$ cat config.mk
export PLATFORM = sky130hd
export DESIGN_NAME = instruction_queue
export DESIGN_NICKNAME = d
export VERILOG_FILES = /design/src/rtl/instruction_queue.sv
export SDC_FILE = /design/constraint.sdc
export NUM_CORES = 1
export LEC_CHECK = 0
export BUFFER_PORTS_ARGS = -buffer_cell sky130_fd_sc_hd__buf_4
export CORE_MARGIN = 2
export CORE_UTILIZATION = 35
export CTS_CLUSTER_SIZE = 30
export DETAILED_ROUTE_END_ITERATION = 10
export REMOVE_ABC_BUFFERS = 1
export SKIP_LAST_GASP = 1
export SYNTH_ARGS = -nofsm -noshare
export SYNTH_HDL_FRONTEND = slang
export SYNTH_SLANG_ARGS = --single-unit
$ cat constraint.sdc
create_clock -name clk -period 9.67 [get_ports clk]
set_clock_uncertainty 0.1 [all_clocks]
set_input_delay 0.967 -clock clk [delete_from_list [all_inputs] [get_ports clk]]
set_output_delay 0.967 -clock clk [all_outputs]
set_load 0.005 [all_outputs]
$ cat src/rtl/instruction_queue.sv
// rtl/instruction_queue.sv - in-order instruction FIFO feeding the two oldest entries to the IDU
module instruction_queue #(
  parameter int DEPTH   = 8,
  parameter int FIELD_W = 8
) (
  input  logic                     clk,
  input  logic                     rst,
  input  logic                     IQ_in_valid,
  output logic                     IQ_in_ready,
  input  logic [FIELD_W-1:0]       IQ_in_type,
  input  logic [FIELD_W-1:0]       IQ_in_destination_reg,
  input  logic [FIELD_W-1:0]       IQ_in_source_reg1,
  input  logic [FIELD_W-1:0]       IQ_in_source_reg2,
  output logic                     IQ_out_inst1_valid,
  output logic [FIELD_W-1:0]       IQ_out_inst1_type,
  output logic [FIELD_W-1:0]       IQ_out_inst1_destination_reg1,
  output logic [FIELD_W-1:0]       IQ_out_inst1_source_reg1,
  output logic [FIELD_W-1:0]       IQ_out_inst1_source_reg2,
  output logic                     IQ_out_inst2_valid,
  output logic [FIELD_W-1:0]       IQ_out_inst2_type,
  output logic [FIELD_W-1:0]       IQ_out_inst2_destination_reg2,
  output logic [FIELD_W-1:0]       IQ_out_inst2_source_reg3,
  output logic [FIELD_W-1:0]       IQ_out_inst2_source_reg4,
  input  logic [1:0]               select_instruction,
  output logic [$clog2(DEPTH):0]   IQ_count,
  output logic                     IQ_err
);

  localparam int AW = $clog2(DEPTH);
  localparam int CW = AW + 1;
  localparam int EW = 4 * FIELD_W;

  logic [EW-1:0] mem [DEPTH];
  logic [AW-1:0] head, tail, head_next1;
  logic [CW-1:0] count;
  logic          err;
  logic          push, illegal;
  logic          v1, v2;
  logic [1:0]    ack, pop;
  logic [EW-1:0] e1, e2;

  // Ready depends only on registered occupancy, never on this cycle's acknowledge.
  assign IQ_in_ready = (count != CW'(DEPTH));
  assign push        = IQ_in_valid && IQ_in_ready;
  assign v1          = (count != '0);
  assign v2          = (count > CW'(1));
  assign head_next1  = head + 1'b1;

  // Acknowledge bits for empty slots are dropped before decoding.
  always_comb begin
    pop     = 2'd0;
    illegal = 1'b0;
    ack     = select_instruction & {v2, v1};
    case (ack)
      2'b01:   pop = 2'd1;
      2'b11:   pop = 2'd2;
      2'b10:   illegal = 1'b1;
      default: pop = 2'd0;
    endcase
  end

  always_ff @(posedge clk) begin
    if (rst) begin
      head  <= '0;
      tail  <= '0;
      count <= '0;
      err   <= 1'b0;
    end else begin
      if (push) tail <= tail + 1'b1;
      head  <= head + AW'(pop);
      count <= count + CW'(push) - CW'(pop);
      if (illegal) err <= 1'b1;
    end
  end

  always_ff @(posedge clk) begin
    if (!rst && push)
      mem[tail] <= {IQ_in_type, IQ_in_destination_reg, IQ_in_source_reg1, IQ_in_source_reg2};
  end

  assign e1 = v1 ? mem[head]       : '0;
  assign e2 = v2 ? mem[head_next1] : '0;

  assign IQ_out_inst1_valid            = v1;
  assign IQ_out_inst1_type             = e1[4*FIELD_W-1:3*FIELD_W];
  assign IQ_out_inst1_destination_reg1 = e1[3*FIELD_W-1:2*FIELD_W];
  assign IQ_out_inst1_source_reg1      = e1[2*FIELD_W-1:FIELD_W];
  assign IQ_out_inst1_source_reg2      = e1[FIELD_W-1:0];
  assign IQ_out_inst2_valid            = v2;
  assign IQ_out_inst2_type             = e2[4*FIELD_W-1:3*FIELD_W];
  assign IQ_out_inst2_destination_reg2 = e2[3*FIELD_W-1:2*FIELD_W];
  assign IQ_out_inst2_source_reg3      = e2[2*FIELD_W-1:FIELD_W];
  assign IQ_out_inst2_source_reg4      = e2[FIELD_W-1:0];
  assign IQ_count                      = count;
  assign IQ_err                        = err;

endmodule

==> metrics.txt <==
Post-layout nets=801; initial antenna violation count=2; PD cells=284 nW/um^2; Initial Util=35.6%; post-cts sizing count=0; Die ar.=36700 um^2; crit path buf inv count=4; first-pass GRT wire length=42.3 mm; Crit Path Max Fanout=66; proportion of layout cells with a drive suffix above 1=40.2%; Peak VDD IR=0.190 mV; family with the most delay on the worst path=buffers and inverters; Hold-fix buffers, CTS=0; wire per inst=23.4 um; Area Growth Syn to Fin=18.1%; worst hold path depth=1; # setup viols final=0; P_leak=4.95 nW; TritonCTS clock tree=done; RSZ-0062 raised after global routing=false; synthesized cell area=12300 um^2; drt via density=5.38; Hold Path Sink=IQ_err$_SDFFE_PP0N_; top-level port count=109; FF-to-FF End=mem[0][0]$_DFFE_PP_; Port-buffer cells=108; worst path arrival time=3640 ps; Setup crit start kind=register; Crit-path slowest cell=buf_4; antenna cells=0; Cell variety after synth=34; Synth Instances=642; Avg Cell Area, Syn=19.2 um^2; width of the chip=192 um; fmax=212 MHz; Post-synth top flop=edfxtp_1; HP Start=IQ_err$_SDFFE_PP0N_; worst hold slack=373 ps; Root Buffer=clkbuf_16; # rows=68; # Max-Cap Violations=0; Post CTS Setup Buffer Count=0; antenna viol nets, final=0; worst path cell trace=buf_4 -> buf_4 -> mux4_2 -> inv_1 -> o22ai_1 -> buf_4; RePlAce Congestion=0.687; worst-margin pin slew=1060 ps; Final min period=4710 ps; CTS H-tree lvls=1; gr ovfl total=0; final-report hold violation count=0; setup TNS=0 ps; Post-synth EDFFs=256; # clock sinks=267; fill cell count=3058; Crit Reg-Reg Startpoint=IQ_count[2]$_SDFF_PP0_; Synth warnings=0; Synth Register Bits=267; Top cell by count, worst path=buf_4; DRT Pass-1 Iters=4; Final Max Slew Viols=0; Initial DRC Count=450; status=finished, final reports clean; Die H=192 um; routed vias=6593; max incr delay on CP=910 ps; Skew-Pair Late Insertion Delay=540 ps; Core ar.=34600 um^2; Clock Path Buffers=3; CP Capture Type=output pin; Worst-path clk slew=60 ps; routed wire length=28.7 mm; dpl hpwl=16.3 mm; # DRC=0; final period utilization=48.7%; sequential-to-total area share from yosys stat=64.2%; HP Class=register to register; Req. time, crit path=8600 ps; CP Class=register to output pin; largest net degree at the start of global routing=67; Slew HR=29.5%; GRT Util Overall=15.7%; register-to-register setup slack=6620 ps; worst r2r path cells=6; cts bufs inserted=29; asr flop ratio synth=0%; vias in the first global route=6826
-- registers in the layout (all words and copies together) (netlist names) --
signal and cells:
IQ_count 4, IQ_err 1, head 3, mem 256, tail 3
-- logic make-up (layout without fill, tap and decap cells) --
| kind of cell | count (synthesis) | count (layout) | synth area share (%) |
|---|---|---|---|
| flops | 267 | 267 | 64.2 |
| mux | 129 | 129 | 23.5 |
| buf+inv | 119 | 248 | 4.64 |
| compound gates | 77 | 77 | 4.59 |
| simple gates | 34 | 34 | 1.46 |
| fa+ha+maj | 13 | 13 | 1.44 |
| xor+xnor | 3 | 3 | 0.213 |
-- worst max path at each step --
| stage | endpoint | cells past startpoint | from | slack, ps |
|---|---|---|---|---|
| final | IQ_out_inst2_type[4] | 6 | head[0]$_SDFF_PP0_ | 4960 |
| after CTS | IQ_out_inst2_type[4] | 6 | head[0]$_SDFF_PP0_ | 4830 |
| after detailed placement | IQ_out_inst2_type[4] | 6 | head[0]$_SDFF_PP0_ | 5420 |
| after global routing | IQ_out_inst2_source_reg4[0] | 6 | head[0]$_SDFF_PP0_ | 4590 |
| after floorplan | IQ_out_inst2_type[7] | 4 | head[0]$_SDFF_PP0_ | 1940 |
| after global placement | IQ_out_inst2_type[4] | 6 | head[0]$_SDFF_PP0_ | 5440 |
-- placed cells by master (no fill, tap or decap), drive strengths merged, types with 3 or more instances in the layout --
cell type,instances
edfxtp,256
mux4,128
buf,124
inv,74
clkbuf,35
o22ai,32
a22o,32
ha,11
dfxtp,11
nor2,10
clkinv,10
a21oi,6
nand2,4
bufinv,4
nor2b,4
nand3,3
-- area by class of cell --
cell class / count / area (um^2) / area share (%)
tap: 455 / 569 / 3.91
clock buffer: 35 / 748 / 5.14
multi-input combinational: 256 / 3940 / 27.1
sequential: 267 / 7920 / 54.4
clock inverter: 16 / 179 / 1.23
inverter: 73 / 274 / 1.88
timing repair buffer: 124 / 931 / 6.40
-- synth_stat cells, types with 10 or more instances --
master	number	area [um^2]
a22o_1	32	280
buf_2	16	80.1
buf_6	11	124
clkbuf_1	13	48.8
dfxtp_1	11	220
edfxtp_1	256	7690
ha_1	11	138
inv_1	73	274
mux4_2	128	2880
nor2_1	10	37.5
o22ai_1	32	200
-- stage by stage --
stage	instances	setup slack (ps)	cell area (um^2)	total power [W]	util (%)
after floorplan	596	1940	12000	0.00253	-
after global placement	1175	5440	13600	0.00310	39.4
after detailed placement	1175	5420	13600	0.00310	39.4
after CTS	1226	4830	14600	0.00420	42.0
after global routing	1226	4590	14600	0.00436	42.0
final	1226	4960	14600	0.00413	42.0
-- metal layers --
layer  part of all wire [%]  GRT usage, %  up-vias  wire length [um]
li1                       -             -     2872                 -
met1                     43          21.9     3474             12300
met2                     49          25.7      206             14000
met3                    6.7          3.34       37              1930
met4                    1.6          3.02        4               448
met5                  0.091             0        -                26
-- power by group --
group	internal (W)	leakage, nW	switching [W]	total, W
Clock	0.000653	0.451	0.000435	0.00109
Sequential	0.00131	2.40	0.0000410	0.00135
Combinational	0.000888	2.10	0.000802	0.00169
Total	0.00285	4.95	0.00128	0.00413
No activity file was read; power rests on OpenSTA's default activity.
